==> src/rtl/uart_pkg.sv <==
// Shared definitions for the command-byte UART transmitter: FSM encoding,
// frame geometry and the bit-period derivation.
package uart_pkg;

   typedef enum logic [2:0] {
      ST_IDLE,
      ST_START,
      ST_DATA,
      ST_PARITY,
      ST_STOP
   } tx_state_t;

   localparam int DATA_BITS = 8;
   localparam int STOP_BITS = 1;
   localparam int TIMER_W   = 16;

   function automatic int clks_per_bit(input int clk_freq, input int baud);
      return clk_freq / baud;
   endfunction

endpackage

==> src/rtl/uart_cmd_tx_if.sv <==
// Command-byte input and serial-line outputs of the transmitter.
interface uart_cmd_tx_if;
   import uart_pkg::*;

   logic [DATA_BITS-1:0] data_in;
   logic                 tx;
   logic                 busy;
   logic                 overflow;

   modport master (output data_in, input tx, input busy, input overflow);
   modport slave  (input data_in, output tx, output busy, output overflow);

endinterface

==> src/rtl/uart_cmd_fifo.sv <==
// Small synchronous command FIFO; head is visible combinationally so the
// transmitter can load it on the same edge it pops. Overflow is sticky.
module uart_cmd_fifo #(
   parameter int DEPTH = 4,
   parameter int WIDTH = 8
) (
   input  logic             clk,
   input  logic             rst_n,
   input  logic             push,
   input  logic             pop,
   input  logic [WIDTH-1:0] din,
   output logic [WIDTH-1:0] dout,
   output logic             full,
   output logic             empty,
   output logic             overflow
);

   localparam int AW = $clog2(DEPTH);

   logic [WIDTH-1:0] mem [DEPTH];
   logic [AW:0]      wr_ptr_reg;
   logic [AW:0]      rd_ptr_reg;
   logic             overflow_reg;
   logic             push_ok;
   logic             pop_ok;

   assign empty = (wr_ptr_reg == rd_ptr_reg);
   assign full  = (wr_ptr_reg[AW] != rd_ptr_reg[AW]) &&
                  (wr_ptr_reg[AW-1:0] == rd_ptr_reg[AW-1:0]);

   // A simultaneous pop frees the slot the push writes into, so full only blocks a lone push.
   assign push_ok = push && (!full || pop);
   assign pop_ok  = pop && !empty;

   assign dout     = mem[rd_ptr_reg[AW-1:0]];
   assign overflow = overflow_reg;

   always_ff @(posedge clk) begin
      if (push_ok) begin
         mem[wr_ptr_reg[AW-1:0]] <= din;
      end
   end

   always_ff @(posedge clk or negedge rst_n) begin
      if (!rst_n) begin
         wr_ptr_reg   <= '0;
         rd_ptr_reg   <= '0;
         overflow_reg <= 1'b0;
      end else begin
         if (push_ok) begin
            wr_ptr_reg <= wr_ptr_reg + 1'b1;
         end
         if (pop_ok) begin
            rd_ptr_reg <= rd_ptr_reg + 1'b1;
         end
         if (push && !push_ok) begin
            overflow_reg <= 1'b1;
         end
      end
   end

endmodule

==> src/rtl/uart_cmd_tx.sv <==
// Change-detecting command queue feeding a UART transmitter (8N1, LSB first).
// Define UART_TX_PARITY_EN for an even parity bit (8E1).
module uart_cmd_tx
   import uart_pkg::*;
#(
   parameter int CLK_FREQ   = 100000000,
   parameter int BAUD       = 9600,
   parameter int FIFO_DEPTH = 4
) (
   input  logic          clk,
   input  logic          rst_n,
   uart_cmd_tx_if.slave  bus
);

   localparam int                 CPB         = clks_per_bit(CLK_FREQ, BAUD);
   localparam int                 CNT_W       = $clog2(DATA_BITS);
   localparam logic [TIMER_W-1:0] BIT_RELOAD  = TIMER_W'(CPB - 1);
   localparam logic [TIMER_W-1:0] STOP_RELOAD = TIMER_W'(CPB * STOP_BITS - 1);
   localparam logic [CNT_W-1:0]   LAST_BIT    = CNT_W'(DATA_BITS - 1);

   tx_state_t            state_reg;
   logic [TIMER_W-1:0]   timer_reg;
   logic [CNT_W-1:0]     bit_cnt_reg;
   logic [DATA_BITS-1:0] shift_data_reg;
   logic [DATA_BITS-1:0] last_seen_reg;
   logic                 tx_reg;
`ifdef UART_TX_PARITY_EN
   logic                 parity_reg;
`endif

   logic                 push;
   logic                 pop;
   logic [DATA_BITS-1:0] fifo_dout;
   logic                 fifo_full;
   logic                 fifo_empty;
   logic                 fifo_overflow;

   assign push = (bus.data_in != last_seen_reg);

   // Popping at the end of STOP chains frames with no idle gap.
   assign pop = !fifo_empty &&
                ((state_reg == ST_IDLE) ||
                 ((state_reg == ST_STOP) && (timer_reg == '0)));

   uart_cmd_fifo #(
      .DEPTH (FIFO_DEPTH),
      .WIDTH (DATA_BITS)
   ) u_fifo (
      .clk      (clk),
      .rst_n    (rst_n),
      .push     (push),
      .pop      (pop),
      .din      (bus.data_in),
      .dout     (fifo_dout),
      .full     (fifo_full),
      .empty    (fifo_empty),
      .overflow (fifo_overflow)
   );

   always_ff @(posedge clk or negedge rst_n) begin
      if (!rst_n) begin
         state_reg      <= ST_IDLE;
         timer_reg      <= '0;
         bit_cnt_reg    <= '0;
         shift_data_reg <= '0;
         last_seen_reg  <= '0;
         tx_reg         <= 1'b1;
`ifdef UART_TX_PARITY_EN
         parity_reg     <= 1'b0;
`endif
      end else begin
         if (push) begin
            last_seen_reg <= bus.data_in;
         end

         case (state_reg)
            ST_IDLE: begin
               tx_reg <= 1'b1;
            end
            ST_START: begin
               if (timer_reg == '0) begin
                  state_reg <= ST_DATA;
                  tx_reg    <= shift_data_reg[0];
                  timer_reg <= BIT_RELOAD;
               end else begin
                  timer_reg <= timer_reg - 1'b1;
               end
            end
            ST_DATA: begin
               if (timer_reg == '0) begin
                  if (bit_cnt_reg == LAST_BIT) begin
`ifdef UART_TX_PARITY_EN
                     state_reg <= ST_PARITY;
                     tx_reg    <= parity_reg;
                     timer_reg <= BIT_RELOAD;
`else
                     state_reg <= ST_STOP;
                     tx_reg    <= 1'b1;
                     timer_reg <= STOP_RELOAD;
`endif
                  end else begin
                     shift_data_reg <= shift_data_reg >> 1;
                     tx_reg         <= shift_data_reg[1];
                     bit_cnt_reg    <= bit_cnt_reg + 1'b1;
                     timer_reg      <= BIT_RELOAD;
                  end
               end else begin
                  timer_reg <= timer_reg - 1'b1;
               end
            end
`ifdef UART_TX_PARITY_EN
            ST_PARITY: begin
               if (timer_reg == '0) begin
                  state_reg <= ST_STOP;
                  tx_reg    <= 1'b1;
                  timer_reg <= STOP_RELOAD;
               end else begin
                  timer_reg <= timer_reg - 1'b1;
               end
            end
`endif
            ST_STOP: begin
               if (timer_reg == '0) begin
                  state_reg <= ST_IDLE;
               end else begin
                  timer_reg <= timer_reg - 1'b1;
               end
            end
            default: begin
               state_reg <= ST_IDLE;
               tx_reg    <= 1'b1;
            end
         endcase

         // Loading a new frame takes priority over the IDLE/STOP updates above.
         if (pop) begin
            state_reg      <= ST_START;
            tx_reg         <= 1'b0;
            shift_data_reg <= fifo_dout;
            bit_cnt_reg    <= '0;
            timer_reg      <= BIT_RELOAD;
`ifdef UART_TX_PARITY_EN
            parity_reg     <= ^fifo_dout;
`endif
         end
      end
   end

   assign bus.tx       = tx_reg;
   assign bus.busy     = (state_reg != ST_IDLE) || !fifo_empty;
   assign bus.overflow = fifo_overflow;

   logic unused_full;
   assign unused_full = fifo_full;

endmodule
==> src/flat_wrapper.sv <==
// flat-port wrapper written by rule: the top's interface ports become plain ports
module uart_cmd_tx_flat import uart_pkg::*;
#(
   parameter int CLK_FREQ   = 100000000,
   parameter int BAUD       = 9600,
   parameter int FIFO_DEPTH = 4
)
  (clk, rst_n, bus_data_in, bus_tx, bus_busy, bus_overflow);
  uart_cmd_tx_if bus_i ();
  input  logic clk;
  input  logic rst_n;
  input wire logic [$bits(bus_i.data_in)-1:0] bus_data_in;
  output wire logic [$bits(bus_i.tx)-1:0] bus_tx;
  output wire logic [$bits(bus_i.busy)-1:0] bus_busy;
  output wire logic [$bits(bus_i.overflow)-1:0] bus_overflow;
  assign bus_i.data_in = bus_data_in;
  assign bus_tx = bus_i.tx;
  assign bus_busy = bus_i.busy;
  assign bus_overflow = bus_i.overflow;
  uart_cmd_tx #(.CLK_FREQ(CLK_FREQ), .BAUD(BAUD), .FIFO_DEPTH(FIFO_DEPTH)) u_core (.clk(clk), .rst_n(rst_n), .bus(bus_i));
endmodule
==> config.mk <==
export PLATFORM = sky130hd
export DESIGN_NAME = uart_cmd_tx_flat
export DESIGN_NICKNAME = d
export VERILOG_FILES = /design/src/rtl/uart_pkg.sv /design/src/rtl/uart_cmd_tx_if.sv /design/src/rtl/uart_cmd_fifo.sv /design/src/rtl/uart_cmd_tx.sv /design/src/flat_wrapper.sv
export SDC_FILE = /design/constraint.sdc
export NUM_CORES = 1
export LEC_CHECK = 0
export ABC_AREA = 0
export CORE_MARGIN = 2
export CORE_UTILIZATION = 25
export DETAILED_ROUTE_END_ITERATION = 6
export GPL_ROUTABILITY_DRIVEN = 0
export SYNTH_ARGS = -nofsm -noshare
export SYNTH_HDL_FRONTEND = slang
export SYNTH_SLANG_ARGS = --single-unit
==> constraint.sdc <==
create_clock -name clk -period 5.6 [get_ports clk]
set_clock_uncertainty 0.05 [all_clocks]
set_input_delay 0.56 -clock clk [delete_from_list [all_inputs] [get_ports clk]]
set_output_delay 0.56 -clock clk [all_outputs]
set_load 0.02 [all_outputs]
==> results.cfg <==
[power]
p_per_area_mw_per_mm2 = 405
leakagePower_uw = 0.00155
total_power_uw = 1730
swShare_pct = 28.4
peakVddDrop_mv = 0.190
p_int_uw = 1240
clkPwrFrac_pct = 33.1
p_switching_uw = 493
seqPwrFrac_pct = 49.5
combPwrFrac_pct = 17.4

[yosys]
synth-simple-area-share_pct = 13.4
synth.cell_area_mm2 = 0.00375
synth_top_family_by_area = simple AND/OR/NAND/NOR gates
synth_commonest_cells = 45 x dfrtp_1, 32 x edfxtp_1, 23 x nor2_1, 17 x nand2_1, 15 x xnor2_1
synthXorXnorAreaFrac_pct = 4.67
synth_area_leader_cell = dfrtp_1
ys_warn_count = 0
yosysSeqAreaShare_pct = 56.3
synth-compound-area-share_pct = 11.3
synthAdderAreaFrac_pct = 2.93
synth.top_cell.area_share_pct = 30.0
async_flop_share_pct = 59.0
netlist_instances = 304
mappedNetlistNets = 322
synth-edff-count = 32
ys.flop_type = dfrtp_1
ys_types = 62
synth_area_per_cell_um2 = 12.3
synthTopCellsByArea = dfrtp_1 30%, edfxtp_1 26%, mux4_2 4.8%
muxShareOfSynthArea_pct = 7.53
synth_seq_cells = 78
synth_most_common_cell = dfrtp_1

[global_route]
grt_start_max_net_pins = 47
grt_pass1_vias = 2317
grt_pass1_wl_mm = 11.7
antenna_found_initial = 0
gr-total-overflow = 0
track_usage_pct = 9.22

[layout]
largest_reg_flops = 32
area_growth_pct = 14.1
fill_cells = 1456
utilization_pct = 29.3
final_nets = 324
multiInputGateArea_mm2 = 0.00150
diodes = 0
drive_above_1_share_pct = 13.2
regArea_mm2 = 0.00211

[detailed_routing]
via_per_inst = 4.75
drtIter0Drc = 135
post-route-drc-count = 0
firstDrtPassIters = 4
route.vias.total = 2353
wl_mm = 6.88
avgRoutedWirePerCell_um = 13.9
ant_nets = 0

[floorplanning]
fp.dieArea_mm2 = 0.0160
start_util_pct = 25.7
placeableCoreArea_mm2 = 0.0146
die_w_um = 127
rows = 44
die_y_um = 127
boundaryPins = 13

[sta]
period_share_pct = 55.8
fin_crit_ns = 3.12
fmax_ghz = 0.320
drv_slew = 0
hold_ws_ns = 0.361
relSlewSlack_pct = 30.4
hold_violations = 0
worst_slew_pin_slew_ns = 1.04
finalSetupTns_ns = 0
finalSetupViolCount = 0
rsz0062_at_grt = false

[clock_tree]
cts_tree = done
cts_setup_buffers = 0
htree_levels = 3
cts_root_buf = clkbuf_16
holdBufCountCts = 0
cts_resized = 0
cts_made_buffers = 9
clk_latency_ns = 0.33
cts_buffer_depth = 2
clkTransAtPathRegs_ns = 0.06
cts_sinks = 78

[hold_path]
hp-class = primary input to asynchronous set/reset pin

[critical_path]
critPathLaunchType = register
reg2reg_from = u_core.timer_reg[0]
cp_cell_sequence = or2_2 -> nor4_1 -> nand2_1 -> clkdlybuf4s50_1
cpPeakStageDelay_ns = 0.58
critPathMaxFanout = 15
reg2reg_depth = 7
crit_path_top_delay_cell = nor4_1
worstSetupEndpointType = primary output
rr_endpoint = u_core.u_fifo.mem[1][2]
r2r_slack_ns = 2.67
worstPathArrival_ns = 2.51
path_class = register to primary output
required_ns = 4.99

[placement]
io_buffer_count = 12
post-dp-hpwl_mm = 4.85

[outcome]
status = complete, no violations

[flow_run]
drv_cap = 0
==> power groups by stage <==
| stage | combinational, uW | clock [uW] | sequential (uW) |
|---|---|---|---|
| finish | 302 | 574 | 858 |
| global route | 347 | 618 | 875 |
| CTS | 309 | 594 | 856 |
| detailed placement | 309 | 0 | 867 |
| global placement | 302 | 0 | 860 |
| floorplan | 260 | 0 | 823 |
==> placed cells by master, fill, tap and decap left out, types with 5 or more instances in the layout <==
master and n:
a21oi_1 11, mux2i_1 8, edfxtp_1 32, o21ai_1 7, xor2_1 5, dfrtp_1 45
o21ai_0 10, ha_1 8, inv_1 7, mux4_2 8, nor3_1 5, nor2_1 23
xnor2_1 15, nand2_1 17, clkdlybuf4s50_1 11, clkbuf_16 9
==> metrics by stage <==
step	std cells	setup slack [ns]	cell area, um2
after floorplan	304	3.32	3750
after global placement	479	2.74	3980
after detailed placement	479	2.68	3980
after CTS	495	2.43	4280
after global routing	495	2.34	4280
final	495	2.48	4280
==> logic make-up (layout without fill, tap and decap cells) <==
family | count (synthesis) | in the layout
AND/OR/NAND/NOR | 87 | 87
flip-flops | 78 | 78
AO/OA/AOI/OAI | 64 | 64
buffers and inverters | 28 | 35
XOR/XNOR | 20 | 20
multiplexers | 18 | 18
adder cells (fa/ha/maj) | 9 | 9
==> worst max-delay path, delay by kind of cell, from the launching register on <==
kind | cells | cell delay (ns)
buf+inv | 1 | 0.57
flops | 1 | 0.52
simple gates | 3 | 1.10
==> final cells by class <==
cell class / instances / area share, %
Tap cell: 184 / 5.38
Timing Repair Buffer: 12 / 2.69
Inverter: 7 / 0.614
Clock inverter: 6 / 1.67
Multi-Input combinational cell: 198 / 35.0
Clock buffer: 10 / 5.35
Sequential cell: 78 / 49.4
==> worst max path at each step <==
| stage | startpoint | slack [ns] | depth (start not counted) | endpoint |
|---|---|---|---|---|
| 6_report | u_core.state_reg[0] | 2.48 | 4 | bus_busy |
| 4_1_cts | u_core.state_reg[0] | 2.43 | 4 | bus_busy |
| 2_1_floorplan | u_core.timer_reg[0] | 3.32 | 7 | u_core.u_fifo.mem[2][0] |
| 3_5_place_dp | u_core.timer_reg[0] | 2.68 | 7 | u_core.u_fifo.mem[1][4] |
| 5_1_grt | u_core.u_fifo.rd_ptr_reg[0] | 2.34 | 4 | bus_busy |
| 3_3_place_gp | u_core.timer_reg[0] | 2.74 | 7 | u_core.u_fifo.mem[1][5] |
==> per-layer routing <==
| metal | vias up | part of all wire, % | GRT usage, % |
|---|---|---|---|
| li1 | 1133 | - | - |
| met1 | 1169 | 48 | 12.3 |
| met2 | 37 | 46 | 13.3 |
| met3 | 14 | 4.0 | 2.66 |
| met4 | 0 | 2.3 | 5.43 |
| met5 | - | 0 | 0 |
No activity file was read; power rests on OpenSTA's default activity.
